[config.mk]
export PLATFORM = sky130hd
export DESIGN_NAME = uart_tx
export DESIGN_NICKNAME = d
export VERILOG_FILES = /design/src/rtl/uart_pkg.sv /design/src/rtl/uart_baud_cnt.sv /design/src/rtl/uart_tx.sv
export SDC_FILE = /design/constraint.sdc
export NUM_CORES = 1
export LEC_CHECK = 0
export ABC_AREA = 0
export BUFFER_PORTS_ARGS = -buffer_cell sky130_fd_sc_hd__buf_4
export CAP_MARGIN = 20
export CORE_MARGIN = 2
export CORE_UTILIZATION = 45
export CTS_CLUSTER_SIZE = 30
export DETAILED_ROUTE_END_ITERATION = 16
export PLACE_DENSITY = 0.65
export SYNTH_ARGS = -nofsm -noshare
export SYNTH_HDL_FRONTEND = slang
export SYNTH_HIERARCHICAL = 1
export SYNTH_SLANG_ARGS = --single-unit
export TNS_END_PERCENT = 10
[constraint.sdc]
create_clock -name clk_i -period 6.4 [get_ports clk_i]
set_input_delay 0.32 -clock clk_i [delete_from_list [all_inputs] [get_ports clk_i]]
set_output_delay 0.32 -clock clk_i [all_outputs]
set_load 0.03 [all_outputs]
[src/rtl/uart_pkg.sv]
`default_nettype none
// ============================================================================
// Module : uart_pkg
// Brief  : Shared UART types, default parameters and parity helper.
// Rev    : 1.0 - initial release
// ============================================================================
package uart_pkg;

    localparam int unsigned c_DEF_DATA_WIDTH = 8;
    localparam int unsigned c_DEF_CLK_DIV    = 16;
    localparam int unsigned c_DEF_STOP_BITS  = 1;
    localparam int unsigned c_MAX_DATA_WIDTH = 9;

    typedef enum logic [2:0] {
        IDLE   = 3'd0,
        START  = 3'd1,
        DATA   = 3'd2,
        PARITY = 3'd3,
        STOP   = 3'd4
    } uart_tx_state_e;

    // Callers zero-extend narrower words; zeros do not affect the XOR.
    function automatic logic parity_even(input logic [c_MAX_DATA_WIDTH-1:0] data);
        return ^data;
    endfunction

endpackage
`default_nettype wire

[src/rtl/uart_baud_cnt.sv]
`default_nettype none
// ============================================================================
// Module : uart_baud_cnt
// Brief  : Loadable down-counter; o_tick is high while enabled and at zero.
// Rev    : 1.0 - initial release
// ============================================================================
module uart_baud_cnt #(
    parameter int unsigned WIDTH = 4
) (
    input  logic             clk_i,
    input  logic             reset_ni,
    input  logic             i_load,
    input  logic [WIDTH-1:0] i_load_val,
    input  logic             i_en,
    output logic             o_tick
);

    logic [WIDTH-1:0] r_cnt;

    always_ff @(posedge clk_i) begin
        if (!reset_ni) begin
            r_cnt <= '0;
        end else if (i_load) begin
            r_cnt <= i_load_val;
        end else if (i_en && (r_cnt != '0)) begin
            r_cnt <= r_cnt - WIDTH'(1);
        end
    end

    assign o_tick = i_en && (r_cnt == '0);

endmodule
`default_nettype wire

[src/rtl/uart_tx.sv]
`default_nettype none
// ============================================================================
// Module : uart_tx
// Brief  : Valid/ready fed UART transmitter: start, LSB-first data, optional
//          even parity (`UART_TX_PARITY_EN), stop bits. tx_o is registered.
// Rev    : 1.0 - initial release
// ============================================================================
module uart_tx
    import uart_pkg::*;
#(
    parameter int unsigned DataWidth = c_DEF_DATA_WIDTH,
    parameter int unsigned ClkDiv    = c_DEF_CLK_DIV,
    parameter int unsigned StopBits  = c_DEF_STOP_BITS
) (
    input  logic                 clk_i,
    input  logic                 reset_ni,
    input  logic                 valid_i,
    output logic                 ready_o,
    input  logic [DataWidth-1:0] data_i,
    output logic                 tx_o,
    output logic                 busy_o
);

    localparam int unsigned c_CNT_W  = $clog2(ClkDiv);
    localparam int unsigned c_IDX_W  = $clog2(DataWidth);
    localparam int unsigned c_STOP_W = $clog2(StopBits * ClkDiv);

    localparam logic [c_CNT_W-1:0]  c_BIT_LOAD  = c_CNT_W'(ClkDiv - 1);
    localparam logic [c_STOP_W-1:0] c_STOP_LOAD = c_STOP_W'(StopBits * ClkDiv - 1);
    localparam logic [c_IDX_W-1:0]  c_LAST_IDX  = c_IDX_W'(DataWidth - 1);

    localparam logic [2:0] c_ST_IDLE  = 3'(IDLE);
    localparam logic [2:0] c_ST_START = 3'(START);
    localparam logic [2:0] c_ST_DATA  = 3'(DATA);
    localparam logic [2:0] c_ST_STOP  = 3'(STOP);
`ifdef UART_TX_PARITY_EN
    localparam logic [2:0] c_ST_PARITY     = 3'(PARITY);
    localparam logic [2:0] c_ST_AFTER_DATA = c_ST_PARITY;
`else
    localparam logic [2:0] c_ST_AFTER_DATA = c_ST_STOP;
`endif

    logic [2:0]           r_state;
    logic [DataWidth-1:0] r_shift;
    logic [c_IDX_W-1:0]   r_idx;
    logic                 r_tx;
    logic                 r_busy;
`ifdef UART_TX_PARITY_EN
    logic                 r_par;
`endif

    logic w_hs;
    logic w_bit_phase;
    logic w_bit_tick;
    logic w_bit_load;
    logic w_stop_tick;
    logic w_stop_load;
    logic w_last_bit;
    logic w_tx_next;

    assign ready_o = reset_ni && (r_state == c_ST_IDLE);
    assign w_hs    = valid_i && ready_o;

`ifdef UART_TX_PARITY_EN
    assign w_bit_phase = (r_state == c_ST_START) || (r_state == c_ST_DATA) ||
                         (r_state == c_ST_PARITY);
    assign w_stop_load = w_bit_tick && (r_state == c_ST_PARITY);
`else
    assign w_bit_phase = (r_state == c_ST_START) || (r_state == c_ST_DATA);
    assign w_stop_load = w_bit_tick && w_last_bit;
`endif

    assign w_last_bit = (r_state == c_ST_DATA) && (r_idx == c_LAST_IDX);
    // Reload on every bit boundary except the hand-off to the stop counter.
    assign w_bit_load = w_hs || (w_bit_tick && !w_stop_load);

    uart_baud_cnt #(
        .WIDTH (c_CNT_W)
    ) u_bit_cnt (
        .clk_i      (clk_i),
        .reset_ni   (reset_ni),
        .i_load     (w_bit_load),
        .i_load_val (c_BIT_LOAD),
        .i_en       (w_bit_phase),
        .o_tick     (w_bit_tick)
    );

    uart_baud_cnt #(
        .WIDTH (c_STOP_W)
    ) u_stop_cnt (
        .clk_i      (clk_i),
        .reset_ni   (reset_ni),
        .i_load     (w_stop_load),
        .i_load_val (c_STOP_LOAD),
        .i_en       (r_state == c_ST_STOP),
        .o_tick     (w_stop_tick)
    );

    always_comb begin
        w_tx_next = 1'b1;
        case (r_state)
            c_ST_START:  w_tx_next = 1'b0;
            c_ST_DATA:   w_tx_next = r_shift[0];
`ifdef UART_TX_PARITY_EN
            c_ST_PARITY: w_tx_next = r_par;
`endif
            default:     w_tx_next = 1'b1;
        endcase
    end

    always_ff @(posedge clk_i) begin
        if (!reset_ni) begin
            r_state <= c_ST_IDLE;
            r_shift <= '0;
            r_idx   <= '0;
            r_tx    <= 1'b1;
            r_busy  <= 1'b0;
`ifdef UART_TX_PARITY_EN
            r_par   <= 1'b0;
`endif
        end else begin
            // Line and busy flag trail the state by one cycle.
            r_tx   <= w_tx_next;
            r_busy <= (r_state != c_ST_IDLE);
            case (r_state)
                c_ST_IDLE: begin
                    if (w_hs) begin
                        r_shift <= data_i;
                        r_idx   <= '0;
                        r_state <= c_ST_START;
`ifdef UART_TX_PARITY_EN
                        r_par   <= parity_even(c_MAX_DATA_WIDTH'(data_i));
`endif
                    end
                end
                c_ST_START: begin
                    if (w_bit_tick) begin
                        r_state <= c_ST_DATA;
                    end
                end
                c_ST_DATA: begin
                    if (w_bit_tick) begin
                        r_shift <= r_shift >> 1;
                        r_idx   <= r_idx + c_IDX_W'(1);
                        if (w_last_bit) begin
                            r_state <= c_ST_AFTER_DATA;
                        end
                    end
                end
`ifdef UART_TX_PARITY_EN
                c_ST_PARITY: begin
                    if (w_bit_tick) begin
                        r_state <= c_ST_STOP;
                    end
                end
`endif
                c_ST_STOP: begin
                    if (w_stop_tick) begin
                        r_state <= c_ST_IDLE;
                    end
                end
                default: r_state <= c_ST_IDLE;
            endcase
        end
    end

    assign tx_o   = r_tx;
    assign busy_o = r_busy;

endmodule
`default_nettype wire
==> results_dict.tcl, run 1 <==
set metrics [dict create \
    run_status "completed" \
    grt_busiest_layer "met2" \
    grtUsageMet1_pct 22.60 \
    placeableCoreArea_um2 3028 \
    reg2reg_from "r_state[1]$_SDFFE_PN0P_" \
    drive_above_1_share_pct 19.10 \
    powerDensity_nw_per_um2 275.6 \
    drt_first_iter_violations 22 \
    hold_end "r_shift[7]$_SDFFE_PN0P_" \
    rsz0062_at_grt "no" \
    insertion_delay_ns 0.31 \
    required_ns 6.60 \
    grt_use_met2_pct 30.75 \
    routabilityCongestion 0.7407 \
    hold_violations 0 \
    cts-htree-levels 1 \
    final_nets 194 \
    ys_seq_area_share_pct 33.89 \
    fin_crit_sh_pct 47.59 \
    cts.clk_slew.worst_paths_ns 0.13 \
    finish.instance_area_um2 1572 \
    ant_nets 0 \
    post_drt_wl_per_cell_um 12.78 \
    synth-seq-cells 24 \
    rows 20 \
    synth_commonest_cells "24 x dfxtp_1, 16 x inv_1, 13 x nand2_1" \
    ir_drop_uv 141.6 \
    syn_inst 163 \
    setup.worst_path.end_class "register" \
    start_kind "register" \
    worst_ep_arrival_time_ns 3.25 \
    grt_pass1_wl_mm 4.954 \
    num_vias 1191 \
    drc_errors 0 \
    ios 14 \
    synth_edf_count 0 \
    r2r_cells 9 \
    period_needed_ns 3.046 \
    leakage_nw 0.6279 \
    grt.total_usage_pct 17.95 \
    worst_pin_slew_ns 0.7729 \
    synthArstFlopShare_pct 0 \
    ys_types 45 \
    start_util_pct 46.82 \
    relSlewSlack_pct 48.08 \
    cts.sinks 24 \
    yosysTopAreaCell "dfxtp_1" \
    postCtsHoldBufs 0 \
    worstPathMaxFanout 22 \
    syn2layout_area_growth_pct 10.86 \
    synth.most_common_cell "dfxtp_1" \
    worst-setup-path-type "register to register" \
    maxSlewViolCount 0 \
    setup_ws_ns 3.354 \
    grt_use_met3_pct 4.762 \
    ys.warnings.count 6 \
    cts_buffers 3 \
    die_y_um 60.13 \
    cts_tree "yes" \
    grt_max_degree 33 \
    grt_pass1_vias 1147 \
    r2r_end "u_stop_cnt/r_cnt[3]$_SDFFE_PN0P_" \
    cts_setup_buffers 0 \
    synth_area_per_cell_um2 8.697 \
    rrSetupSlack_ns 3.35 \
    skew_ns 0.001266 \
    viasPerCell 5.365 \
    clockBufferDepth 2 \
    fin_setup_tns_ns 0 \
    numPortBuffers 13 \
    die-area_um2 3615 \
    min-delay-path-class "input port to register" \
    min_from "data_i[7]" \
    min_path_cells 3 \
    synth_top_area_share_pct 33.89 \
    dp_hpwl_mm 2.100 \
    wl_mm 2.838 \
    antenna_found_initial 0 \
    chipWidth_um 60.13 \
    setup_violations 0 \
    drv_cap 0 \
    cts_root_buf "clkbuf_4" \
    netlist_area_um2 1418 \
    ys.flop_type "dfxtp_1" \
    overflow 0 \
    ctsResizeCount 0 \
    dpl_worst_slack_ns 3.397 \
    diodes 0 \
    place_area_um2 1535 \
    fmax_ghz 0.3283 \
    synth.area.top_cells "dfxtp_1 34%, o221a_2 5.6%, inv_1 4.2%" \
    drt_pre_antenna_iters 4 \
]
## placed cells by master (no fill, tap or decap), types with 2 or more instances in the layout
cell type  netlist  final
conb_1           1      8
ha_1             4      4
nand2b_1         3      3
and2_2           2      2
or3b_4           2      2
a31oi_1          2      2
clkbuf_4         0      3
inv_1           16     16
o21ai_0          6      6
dfxtp_1         24     24
nand4_1          7      7
or4b_2           2      2
nor2_1           9      9
o21a_1           6      6
o22ai_1          3      3
nor3b_1          5      5
nor3_1           6      6
o221a_2          7      7
o311a_1          2      2
nand3_1          9      9
nand2_1         13     13
a2111o_1         4      4
buf_4            3     13
nand3b_1         2      2
## critical path, cell delays in order (launching register included)
cell	delay, ns
dfxtp_1	0.78
xnor2_1	0.14
nor2_1	0.31
nand2_1	0.14
nor3_1	0.62
nand2_1	0.11
nor2_1	0.52
nor3_1	0.09
nand4_1	0.12
a31oi_1	0.11
## power breakdown
group | internal [mW] | total [mW] | switching [mW]
Clock | 0.0347 | 0.0794 | 0.0447
Combinational | 0.0732 | 0.157 | 0.0835
Sequential | 0.172 | 0.197 | 0.0254
Total | 0.280 | 0.433 | 0.154
## layer usage
layer  part of all wire (%)  vias up
li1                       -      619
met1                     47      559
met2                     50       11
met3                    2.3        2
met4                   0.74        0
met5                      0        -
## worst max path at each step
stage	startpoint	to	slack [ns]	depth (start not counted)
2_1_floorplan	r_state[1]$_SDFFE_PN0P_	u_stop_cnt/r_cnt[3]$_SDFFE_PN0P_	4.20	13
4_1_cts	r_state[1]$_SDFFE_PN0P_	u_stop_cnt/r_cnt[1]$_SDFFE_PN0P_	3.38	9
3_3_place_gp	r_state[1]$_SDFFE_PN0P_	u_stop_cnt/r_cnt[1]$_SDFFE_PN0P_	3.50	9
6_report	r_state[1]$_SDFFE_PN0P_	u_stop_cnt/r_cnt[3]$_SDFFE_PN0P_	3.35	9
5_1_grt	r_state[1]$_SDFFE_PN0P_	u_stop_cnt/r_cnt[3]$_SDFFE_PN0P_	3.00	9
3_5_place_dp	r_state[1]$_SDFFE_PN0P_	u_stop_cnt/r_cnt[1]$_SDFFE_PN0P_	3.40	9
## layout make-up
cell class,count,area (µm²)
timing repair buffer,13,97.59
inverter,16,60.06
sequential,24,480.5
clock buffer,4,36.28
fill,309,1456
multi-input combinational,121,842.1
tap,44,55.05
## stage by stage
step           std cells  hold WS [ns]  util (%)  power [mW]
2_1_floorplan        170        0.4500         -      0.3321
3_3_place_gp         218        0.4621     50.70      0.3505
3_5_place_dp         218        0.4893     50.70      0.3565
4_1_cts              222        0.2700     51.90      0.4374
5_1_grt              222        0.2663     51.90      0.4640
6_report             222        0.2824     51.90      0.4332
## registers in the layout (all words and copies together), names as in the netlist
register and flops:
r_shift 8, u_bit_cnt/r_cnt 4, u_stop_cnt/r_cnt 4, r_idx 3, r_state 3, busy_o 1
tx_o 1
## logic make-up (layout without fill, tap and decap cells)
logic type      after synthesis  in the layout  synth area share, %
simple gates                 66             66                28.07
compound gates               41             41                24.36
buf+inv                      25             33                8.561
flops                        24             24                33.89
fa+ha+maj                     4              4                3.531
other cells                   1              8               0.2645
xor+xnor                      1              1               0.6179
mux                           1              1               0.7061
(Power assumes the default switching activity.)
==> run 2, diff against run 1 <==
- clock period: 6.4 -> 2.9 ns (I/O delays scaled with it)
==> run 2 against run 1 <==
First-iteration DRC count grew 73%. Count of clock-buffer cells in the layout is the same. Global-route usage grew 1.5 points. Sequential share of layout area shrank 0.43 points. Die area is the same. Non-clock buffer count grew 3. Power grew 130%. Critical path depth grew 1. Hold slack lost 0.18 ns. Clock skew grew 0.0027 ns. Cell count grew 1.4%. Sequential power grew 120%. Critical endpoint is now u_stop_cnt/r_cnt[1]$_SDFFE_PN0P_.
==> results_dict.tcl, run 2 (synthesis results as in run 1) <==
set metrics [dict create \
    grt_max_degree 33 \
    dpl_worst_slack_ns 0.3642 \
    rrSetupSlack_ns 0.35 \
    worst_ep_arrival_time_ns 2.78 \
    grt_pass1_vias 1160 \
    cts.sinks 24 \
    fin_crit_sh_pct 87.80 \
    start_util_pct 46.82 \
    reg2reg_from "r_state[0]$_SDFFE_PN0P_" \
    cts.clk_slew.worst_paths_ns 0.14 \
    period_needed_ns 2.546 \
    relSlewSlack_pct 57.54 \
    drt_pre_antenna_iters 4 \
    numPortBuffers 13 \
    final_cell_mix "24 x dfxtp_1, 16 x inv_1, 16 x buf_4" \
    placeableCoreArea_um2 3028 \
    drv_cap 0 \
    grt_pass1_wl_mm 5.354 \
    required_ns 3.13 \
    cts_root_buf "clkbuf_4" \
    cpMostUsedCell "nor2_1" \
    skew_ns 0.003976 \
    rows 20 \
    run_status "completed" \
    die_y_um 60.13 \
    nFillCells 282 \
    viasPerCell 5.600 \
    critical-path-top-delay-family "simple AND/OR/NAND/NOR gates" \
    cts_setup_buffers 0 \
    crit_slowest_cell "dfxtp_1" \
    setup.worst_path.end_class "register" \
    final_common_cell "dfxtp_1" \
    min-delay-path-class "input port to register" \
    worstPathMaxFanout 11 \
    r2r_cells 10 \
    start_kind "register" \
    cts_buffers 3 \
    drc_errors 0 \
    leakage_nw 0.6440 \
    fin_setup_tns_ns 0 \
    postCtsHoldBufs 0 \
    endpoint "u_stop_cnt/r_cnt[1]$_SDFFE_PN0P_" \
    largestRegisters "r_shift: 8 flops, u_bit_cnt/r_cnt: 4 flops, u_stop_cnt/r_cnt: 4 flops" \
    num_vias 1260 \
    wl_mm 2.967 \
    grt.total_usage_pct 19.42 \
    antenna_found_initial 0 \
    max_stage_delay_ns 0.63 \
    crit_cells 10 \
    cts-htree-levels 1 \
    ios 14 \
    routabilityCongestion 0.7912 \
    top_register "r_shift" \
    final_nets 197 \
    die-area_um2 3615 \
    drt_first_iter_violations 38 \
    ant_nets 0 \
    rsz0062_at_grt "no" \
    syn2layout_area_growth_pct 12.44 \
    insertion_delay_ns 0.32 \
    setup_violations 0 \
    cp-startpoint "r_state[0]$_SDFFE_PN0P_" \
    cts_tree "yes" \
    diodes 0 \
    fmax_ghz 0.3928 \
    overflow 0 \
    chipWidth_um 60.13 \
    powerDensity_nw_per_um2 614.8 \
    maxSlewViolCount 0 \
    ctsResizeCount 0 \
    ir_drop_uv 243.6 \
    largest_register_ffs 8 \
    setup_ws_ns 0.3539 \
    r2r_end "u_stop_cnt/r_cnt[1]$_SDFFE_PN0P_" \
    drive_above_1_share_pct 20.44 \
    hold_violations 0 \
    worst_pin_slew_ns 0.6346 \
    crit_chain "xnor2_1 > nor2_1 > nand2_1 > nor3_1 > buf_4 > nand2_1 > nor2_1 > nor2_1 > nand4_1 > nand3_1" \
    dp_hpwl_mm 2.065 \
    post_drt_wl_per_cell_um 13.19 \
    worst-setup-path-type "register to register" \
    clockBufferDepth 2 \
    path_buf_inv 1 \
]
==> run 2: cell count changes in the layout (fill, tap and decap cells not counted), sizes merged <==
cell | previous run | this run
buf | 13 | 16
==> run 2: layout make-up <==
cell class,count,area [µm²],area share (%)
clock buffers,4,36.28,2.276
inverters,16,60.06,3.768
multi-input cells,121,842.1,52.83
flip-flops and latches,24,480.5,30.14
well taps,44,55.05,3.454
repair buffers,16,120.1,7.535
==> run 2: worst reg2reg max path, stage by stage (launching register included) <==
cell,delay [ns]
dfxtp_1,0.63
xnor2_1,0.13
nor2_1,0.36
nand2_1,0.15
nor3_1,0.16
buf_4,0.18
nand2_1,0.06
nor2_1,0.51
nor2_1,0.13
nand4_1,0.12
nand3_1,0.07
==> run 2: how the worst min path moves through the flow <==
stage / start / endpoint / slack [ns] / depth (start not counted)
after floorplan: reset_ni / u_bit_cnt/r_cnt[2]$_SDFFE_PN0P_ / 0.28 / 1
after global placement: data_i[7] / r_shift[7]$_SDFFE_PN0P_ / 0.44 / 3
after detailed placement: data_i[7] / r_shift[7]$_SDFFE_PN0P_ / 0.44 / 3
after CTS: data_i[7] / r_shift[7]$_SDFFE_PN0P_ / 0.09 / 3
after global routing: data_i[7] / r_shift[7]$_SDFFE_PN0P_ / 0.1 / 3
final: data_i[7] / r_shift[7]$_SDFFE_PN0P_ / 0.1 / 3
==> run 2: report_power, final <==
group | switching [mW] | internal, mW
Clock | 0.108 | 0.0768
Combinational | 0.198 | 0.171
Sequential | 0.0473 | 0.379
Total | 0.353 | 0.627
==> run 2: through the flow <==
| stage | instance area (µm²) | power, mW | util, % | hold slack (ns) | instances |
|---|---|---|---|---|---|
| 4_1_cts | 1594 | 0.9844 | 52.64 | 0.08995 | 225 |
| 2_1_floorplan | 1444 | 0.7330 | - | 0.2762 | 170 |
| 3_3_place_gp | 1558 | 0.7902 | 51.45 | 0.4440 | 221 |
| 6_report | 1594 | 0.9801 | 52.64 | 0.09984 | 225 |
| 5_1_grt | 1594 | 1.053 | 52.64 | 0.09903 | 225 |
| 3_5_place_dp | 1558 | 0.8015 | 51.45 | 0.4449 | 221 |
==> run 2: metal layers <==
layer | global-route usage [%] | routed length (µm) | part of all wire, %
met3 | 2.597 | 91 | 3.1
met4 | 7.619 | 39 | 1.3
met2 | 32.45 | 1371 | 46
met1 | 25.10 | 1464 | 49
met5 | 0 | 0 | 0
